$ cat config.mk
export PLATFORM = sky130hd
export DESIGN_NAME = uart_angle_framer
export DESIGN_NICKNAME = d
export VERILOG_FILES = /design/src/rtl/uart_angle_framer.sv
export SDC_FILE = /design/constraint.sdc
export NUM_CORES = 1
export LEC_CHECK = 0
export ABC_CLOCK_PERIOD_IN_PS = 2600
export CAP_MARGIN = 10
export CELL_PAD_IN_SITES_DETAIL_PLACEMENT = 0
export CELL_PAD_IN_SITES_GLOBAL_PLACEMENT = 2
export CORE_MARGIN = 2
export CORE_UTILIZATION = 35
export CTS_CLUSTER_SIZE = 24
export DETAILED_ROUTE_END_ITERATION = 10
export PLACE_DENSITY = 0.75
export SLEW_MARGIN = 20
export SYNTH_ARGS = -nofsm -noshare
export SYNTH_HDL_FRONTEND = slang
export SYNTH_SLANG_ARGS = --single-unit
export TNS_END_PERCENT = 5
$ cat constraint.sdc
create_clock -name clk_i -period 2.6 [get_ports clk_i]
set_input_delay 0.52 -clock clk_i [delete_from_list [all_inputs] [get_ports clk_i]]
set_output_delay 0.52 -clock clk_i [all_outputs]
set_load 0.05 [all_outputs]
$ cat src/rtl/uart_angle_framer.sv
// Frames UART bytes (header, little-endian payload, XOR checksum) into an angle word
// and hands it to the CORDIC over valid/ready. Rejected frames pulse msg_err_o.
module uart_angle_framer #(
  parameter int         DATA_W      = 16,
  parameter logic [7:0] HEADER      = 8'hA5,
  parameter int         TIMEOUT_CYC = 4096
) (
  input  logic              clk_i,
  input  logic              rst_ni,
  input  logic [7:0]        rx_data_i,
  input  logic              rx_valid_i,
  input  logic              rx_err_i,
  output logic [DATA_W-1:0] angle_o,
  output logic              angle_valid_o,
  input  logic              angle_ready_i,
  output logic              msg_err_o,
  output logic              busy_o
);

  localparam int              NB       = DATA_W / 8;
  localparam int              TW       = $clog2(TIMEOUT_CYC);
  localparam logic [1:0]      LAST_IDX = 2'(NB - 1);
  localparam logic [TW-1:0]   TO_MAX   = TW'(TIMEOUT_CYC - 1);

  typedef enum logic [1:0] {
    S_IDLE,
    S_PAYLOAD,
    S_CHECK
  } state_t;

  state_t              r_state;
  state_t              w_next;
  logic [DATA_W-1:0]   r_shadow;
  logic [DATA_W-1:0]   r_angle;
  logic                r_valid;
  logic                r_err;
  logic [7:0]          r_csum;
  logic [1:0]          r_cnt;
  logic [TW-1:0]       r_to;

  logic w_good;
  logic w_timeout;
  logic w_start;
  logic w_take;
  logic w_commit;
  logic w_err;

  assign w_good    = rx_valid_i && !rx_err_i;
  assign w_timeout = (r_to == TO_MAX);

  always_ff @(posedge clk_i or negedge rst_ni) begin
    if (!rst_ni) begin
      r_state <= S_IDLE;
    end else begin
      r_state <= w_next;
    end
  end

  // A strobe always wins over the timeout in the same cycle.
  always_comb begin
    w_next   = r_state;
    w_start  = 1'b0;
    w_take   = 1'b0;
    w_commit = 1'b0;
    w_err    = 1'b0;
    case (r_state)
      S_IDLE: begin
        if (w_good && rx_data_i == HEADER) begin
          w_start = 1'b1;
          w_next  = S_PAYLOAD;
        end
      end
      S_PAYLOAD: begin
        if (rx_valid_i) begin
          if (rx_err_i) begin
            w_err  = 1'b1;
            w_next = S_IDLE;
          end else begin
            w_take = 1'b1;
            if (r_cnt == LAST_IDX) begin
              w_next = S_CHECK;
            end
          end
        end else if (w_timeout) begin
          w_err  = 1'b1;
          w_next = S_IDLE;
        end
      end
      S_CHECK: begin
        if (rx_valid_i) begin
          w_next = S_IDLE;
          if (rx_err_i || rx_data_i != r_csum) begin
            w_err = 1'b1;
          end else if (!r_valid || angle_ready_i) begin
            w_commit = 1'b1;
          end else begin
            w_err = 1'b1;
          end
        end else if (w_timeout) begin
          w_err  = 1'b1;
          w_next = S_IDLE;
        end
      end
      default: begin
        w_next = S_IDLE;
      end
    endcase
  end

  always_ff @(posedge clk_i or negedge rst_ni) begin
    if (!rst_ni) begin
      r_shadow <= '0;
      r_angle  <= '0;
      r_valid  <= 1'b0;
      r_err    <= 1'b0;
      r_csum   <= '0;
      r_cnt    <= '0;
      r_to     <= '0;
    end else begin
      r_err <= w_err;

      // A commit landing on a handshake cycle replaces the consumed word.
      if (w_commit) begin
        r_angle <= r_shadow;
        r_valid <= 1'b1;
      end else if (r_valid && angle_ready_i) begin
        r_valid <= 1'b0;
      end

      if (w_start) begin
        r_csum <= HEADER;
        r_cnt  <= '0;
      end else if (w_take) begin
        r_csum <= r_csum ^ rx_data_i;
        r_cnt  <= r_cnt + 2'd1;
        for (int b = 0; b < NB; b++) begin
          if (r_cnt == 2'(b)) begin
            r_shadow[b*8 +: 8] <= rx_data_i;
          end
        end
      end

      if (w_next == S_IDLE || w_start || w_take) begin
        r_to <= '0;
      end else begin
        r_to <= r_to + 1'b1;
      end
    end
  end

  assign angle_o       = r_angle;
  assign angle_valid_o = r_valid;
  assign msg_err_o     = r_err;
  assign busy_o        = (r_state != S_IDLE);

endmodule

==> results of run 1 <==
## layer usage
| layer | up-vias | part of all wire, % | GRT usage, % |
|---|---|---|---|
| met5 | - | 0 | 0 |
| met4 | 0 | 2.4 | 8.211 |
| met3 | 10 | 3.1 | 2.522 |
| met2 | 37 | 43 | 21.35 |
| met1 | 963 | 52 | 21.54 |
| li1 | 918 | - | - |
## worst paths after layout
kind / slack, ns / depth (start not counted) / end / from
worst max-delay path: 0.26 / 5 / r_to[5] / rx_data_i[7]
worst min-delay path: 0.23 / 1 / angle_o[3] / rst_ni
worst max register to register: 0.44 / 7 / r_to[5] / r_state[1]
worst min register to register: 0.50 / 2 / angle_valid_o / angle_valid_o
max in group asynchronous: 1.78 / 2 / r_csum[4] / rst_ni
min in group clk_i: 0.50 / 2 / angle_valid_o / angle_valid_o
## cell type report
class	instances	area [µm²]	area share, %
clock inverter	5	55.05	1.547
timing repair buffer	56	529.3	14.87
tap	102	127.6	3.585
inverter	10	37.54	1.054
clock buffer	10	137.6	3.866
multi-input combinational	148	1221	34.31
sequential	58	1451	40.77
## synth_stat cells (all sizes together)
cell type / instances / area (µm²)
nand2b: 2 / 12.51
a311o: 1 / 10.01
and3: 6 / 37.54
and3b: 1 / 8.760
and4b: 1 / 10.01
o21ba: 1 / 10.01
a2111oi: 8 / 113.9
a31oi: 1 / 6.260
a41oi: 1 / 8.760
and4: 1 / 8.760
o21ai: 5 / 25.02
nand4: 7 / 50.05
o31ai: 2 / 15.01
inv: 10 / 37.54
buf: 8 / 50.05
ha: 7 / 87.58
nand2: 13 / 48.80
nor3: 3 / 15.01
nand3: 7 / 35.03
a21o: 1 / 7.510
dfrtp: 58 / 1451
and2b: 1 / 8.760
xnor2: 15 / 131.4
or4: 1 / 7.510
a21oi: 12 / 60.06
a221o: 1 / 10.01
nor4b: 1 / 23.77
nor2: 9 / 33.78
xor2: 8 / 70.07
mux2: 32 / 360.4
## stage by stage
step	cell area (µm²)	setup WS [ns]	TNS, ns	std cells
final	3560	0.2589	0	389
after global routing	3560	0.03724	0	389
after CTS	3560	0.2711	0	389
after detailed placement	3368	-0.06662	-0.1121	374
after global placement	3368	-0.01371	-0.1139	374
after floorplan	2755	0.4655	0	224
## sequential cells by signal, summed over array words and instances (netlist names)
| signal | cells |
|---|---|
| r_to | 12 |
| r_cnt | 2 |
| r_shadow | 16 |
| r_state | 2 |
| angle_valid_o | 1 |
| angle_o | 16 |
| msg_err_o | 1 |
| r_csum | 8 |
## worst max-delay path: stages
cell	delay, ns
clkdlybuf4s50_1	0.59
and4b_1	0.33
nand4_2	0.14
a221o_1	0.52
a2111oi_0	0.46
## kinds of logic (layout without fill, tap and decap cells)
kind of cell             count (synthesis)  after routing  synth area share [%]
AND/OR/NAND/NOR                         53             53                 10.90
AO/OA/AOI/OAI                           33             33                 9.674
flip-flops                              58             58                 52.68
multiplexers                            32             32                 13.08
buffers and inverters                   18             81                 3.179
XOR/XNOR                                23             23                 7.312
adder cells (fa/ha/maj)                  7              7                 3.179
## where the power goes
| part | total, mW | switching (mW) | leakage [nW] | internal, mW |
|---|---|---|---|---|
| Sequential | 0.974 | 0.0311 | 0.801 | 0.943 |
| Combinational | 0.194 | 0.0988 | 0.767 | 0.0948 |
| Clock | 0.840 | 0.380 | 0.0941 | 0.460 |
## what timing repair did
item | CTS | global route
gates resized for setup | 1 | 0
hold buffers | 0 | 0
endpoints found under the setup margin | 1 | 0
==> metrics, run 1 <==
Die H 92.73 µm; nets 303; Overall Power 2.008 mW; Max IR drop VDD 0.3247 mV; clock buffer count from CTS 9; first-pass GRT wire length 9922 µm; Cell Pwr Density 564.1 nW/µm²; DIE AREA 8598 µm²; number of DRC markers in iteration 0 68; DPL Wire Length 3899 µm; top fanout value on the critical path 10; fin crit share 90.04%; outcome completed; worst hold slack 0.2262 ns; number of global-route vias before repair 1979; post-route core utilization 46.31%; commonest non-fill, non-tap cell in the layout dfrtp_1; syn_nets 244; CP required 2.81 ns; final setup vio count 0; grt ovf 0; IO Count 32; clk buf depth 2; IO Port Bufs 31; Cells after Synth 224; num rows 32; postcts setup bufs 0; critical path launch point type input port; Clock Tree Root clkbuf_8; largest net degree at the start of global routing 31; sequential-to-total area share from yosys stat 52.68%; via count 1928; Rel. slew slack 52.81%; post-route ant nets 0; initial antenna violation count 0; fmax 427.1 MHz; Avg Inst Size Synth 12.30 µm²; Die Wd 92.73 µm; CTS sink count 58; critical path endpoint category register; area of the core 7687 µm²; H-tree levels 3; share of cells above drive strength 1 28.92%; DR WL/cell 14.63 µm; final hold vios 0; GRT Util Overall 14.97%; CTS tree done; Post-Route WL 5693 µm; # fillers 758; Netlist cell types 35; Hold Path Class in2async; clk_lat worst skew 0.34 ns; Pre-antenna DRT Iters 4; ANT cells 0; clk slew on worst S/H paths 0.07 ns; synthesis-stage register bit count 58; Setup Crit Path Kind in2reg; Syn. warnings 0; Area Growth Syn to Fin 29.20%; Leakage 1.662 nW; Final Max Slew Viols 0; max-cap violation count 0; Worst Skew 0.008083 ns; final estimated routing congestion in global placement 0.7743; min Tclk post-route 2.341 ns; DR vias/cell 4.956; Crit path arrival time 2.55 ns; RSZ-0062 raised after global routing no; most frequent cells in the layout dfrtp_1 (58), mux2_2 (32), clkdlybuf4s50_1 (29), buf_4 (22), xnor2_1 (15); Slew @ Worst Pin 0.7078 ns; post-synthesis cell area 2755 µm²; drt drc 0; initial core utilization 35.84%
Note: power is estimated with default switching activity, not from simulation.
==> run 2, diff against run 1 <==
--- a/config.mk
+++ b/config.mk
@@ -11,7 +11,7 @@
 export CELL_PAD_IN_SITES_GLOBAL_PLACEMENT = 2
 export CORE_MARGIN = 2
 export CORE_UTILIZATION = 35
-export CTS_CLUSTER_SIZE = 24
+export CTS_CLUSTER_SIZE = 28
 export DETAILED_ROUTE_END_ITERATION = 10
 export PLACE_DENSITY = 0.75
 export SLEW_MARGIN = 20
==> results of run 2 <==
No change in the layout: final DEF, timing and power equal those of run 1.
==> run 3, diff against run 2 <==
--- a/config.mk
+++ b/config.mk
@@ -10,10 +10,10 @@
 export CELL_PAD_IN_SITES_DETAIL_PLACEMENT = 0
 export CELL_PAD_IN_SITES_GLOBAL_PLACEMENT = 2
 export CORE_MARGIN = 2
-export CORE_UTILIZATION = 35
+export CORE_UTILIZATION = 25
 export CTS_CLUSTER_SIZE = 28
 export DETAILED_ROUTE_END_ITERATION = 10
-export PLACE_DENSITY = 0.75
+export PLACE_DENSITY = 0.57
 export SLEW_MARGIN = 20
 export SYNTH_ARGS = -nofsm -noshare
 export SYNTH_HDL_FRONTEND = slang
==> metrics, run 3 (synthesis results as in run 1) <==
Worst Skew 0.01045 ns (was 0.008083 ns); Rel. slew slack 62.69% (was 52.81%); number of DRC markers in iteration 0 44 (was 68); final setup vio count 0 (unchanged); first-pass GRT wire length 10450 µm (was 9922 µm); Die H 109.0 µm (was 92.73 µm); final estimated routing congestion in global placement 0.7251 (was 0.7743); combinational group share of total power 9.1% (was 9.6%); clk_lat worst skew 0.33 ns (was 0.34 ns); grt ovf 0 (unchanged); DIE AREA 11880 µm² (was 8598 µm²); largest net degree at the start of global routing 31 (unchanged); drt drc 0 (unchanged); most frequent cells in the layout dfrtp_1 (58), mux2_2 (32), clkdlybuf4s50_1 (29), buf_4 (27), xnor2_1 (15) (was dfrtp_1 (58), mux2_2 (32), clkdlybuf4s50_1 (29), buf_4 (22), xnor2_1 (15)); dpl ws -0.1014 ns (was -0.06662 ns); Pre-antenna DRT Iters 4 (unchanged); IO Port Bufs 31 (unchanged); number of global-route vias before repair 2008 (was 1979); max-cap violation count 0 (unchanged); Max IR drop VDD 0.2361 mV (was 0.3247 mV); postcts setup bufs 0 (unchanged); CTS tree done (unchanged); crit path cell chain clkdlybuf4s50_1 -> nor4b_4 -> nand4_2 -> a221o_1 -> a2111oi_0 (was clkdlybuf4s50_1 -> and4b_1 -> nand4_2 -> a221o_1 -> a2111oi_0); initial antenna violation count 0 (unchanged); Area Growth Syn to Fin 31.83% (was 29.20%); ANT cells 0 (unchanged); RSZ-0062 raised after global routing no (unchanged); commonest non-fill, non-tap cell in the layout dfrtp_1 (unchanged); Slowest cell on crit path a221o_1 (was clkdlybuf4s50_1); worst hold slack 0.1963 ns (was 0.2262 ns); H-tree levels 3 (unchanged); CTS resizes 0 (was 1); share of cells above drive strength 1 29.66% (was 28.92%); Hold Buf Count CTS 0 (unchanged); fin crit share 90.43% (was 90.04%); sequential share of power 45.7% (was 48.5%); Crit path arrival time 2.54 ns (was 2.55 ns); Hold Path Class in2async (unchanged); setup ws final 0.2489 ns (was 0.2589 ns); top fanout value on the critical path 10 (unchanged); Post-Route WL 6171 µm (was 5693 µm); Slew @ Worst Pin 0.5594 ns (was 0.7078 ns); Setup Crit Path Kind in2reg (unchanged); footprint of the multi-input gates 1221 µm² (unchanged); CTS sink count 58 (unchanged); clock buffer count from CTS 9 (unchanged); Final Max Slew Viols 0 (unchanged); post-route design area 3632 µm² (was 3560 µm²); DR vias/cell 4.472 (was 4.956); min Tclk post-route 2.351 ns (was 2.341 ns); GRT Util Overall 11.66% (was 14.97%); DPL Wire Length 4407 µm (was 3899 µm); # fillers 1087 (was 758); Worst path max stage delay 0.53 ns (was 0.59 ns); outcome completed (unchanged); post-route ant nets 0 (unchanged); nets 305 (was 303); Psw 501.9 µW (was 510.3 µW); critical path launch point type input port (unchanged); DR WL/cell 14.35 µm (was 14.63 µm); internal power 1.630 mW (was 1.498 mW); IO Count 32 (unchanged); CP required 2.79 ns (was 2.81 ns); via count 1923 (was 1928); Die Wd 109.0 µm (was 92.73 µm); Cell Pwr Density 587.0 nW/µm² (was 564.1 nW/µm²); Overall Power 2.132 mW (was 2.008 mW); clk slew on worst S/H paths 0.07 ns (about the same); initial core utilization 25.53% (was 35.84%); area of the core 10790 µm² (was 7687 µm²); Leakage 1.683 nW (was 1.662 nW); Register Area 1451 µm² (unchanged); clk buf depth 2 (unchanged); DP Area 3403 µm² (was 3368 µm²); Clock Tree Root clkbuf_8 (unchanged); num rows 38 (was 32); critical path endpoint category register (unchanged); sw frac 23.54% (was 25.42%); clock power share 45.2% (was 41.8%); final hold vios 0 (unchanged); fmax 425.3 MHz (was 427.1 MHz)
## run 3: metrics by stage
step,setup TNS (ns),cells,utilization [%]
after floorplan,0,224,-
after global placement,-0.1391,414,31.53
after detailed placement,-0.2531,414,31.53
after CTS,0,430,33.65
after global routing,0,430,33.65
final,0,430,33.65
## run 3: final cells by class
cell class | count | area share (%)
Sequential cell | 58 | 39.96
Multi-Input combinational cell | 148 | 33.62
Timing Repair Buffer | 58 | 14.26
Tap cell | 140 | 4.823
Clock buffer | 12 | 4.271
Clock inverter | 4 | 2.032
Inverter | 10 | 1.033
## run 3: critical path: cells and delay by family
family          cells  cell delay [ns]
buf+inv             1             0.52
compound gates      2             0.97
simple gates        2             0.52
## run 3: worst paths after layout
| kind | start | cells after the start | slack [ns] | endpoint |
|---|---|---|---|---|
| min in group clk_i | r_shadow[1] | 1 | 0.50 | angle_o[1] |
| min reg2reg | r_shadow[1] | 1 | 0.50 | angle_o[1] |
| max in group asynchronous | rst_ni | 2 | 2.09 | r_to[11] |
| max | rx_data_i[6] | 5 | 0.25 | r_to[5] |
| max reg2reg | r_state[0] | 7 | 0.47 | r_to[5] |
| min | rst_ni | 2 | 0.20 | angle_o[9] |
## run 3: power groups by stage
stage          logic (mW)  registers (mW)  clock network [mW]
6_report            0.194           0.975               0.963
5_1_grt             0.221           0.981                1.05
4_1_cts             0.199           0.975               0.996
3_5_place_dp        0.198           0.992                   0
3_3_place_gp        0.198           0.991                   0
2_1_floorplan       0.110           0.985                   0
## run 3: layer usage
layer | vias up | routed length, µm | track usage [%]
met4 | 0 | 63 | 4.396
met5 | - | 0 | 0
li1 | 923 | - | -
met3 | 4 | 197 | 2.989
met1 | 968 | 3138 | 15.89
met2 | 28 | 2772 | 17.75
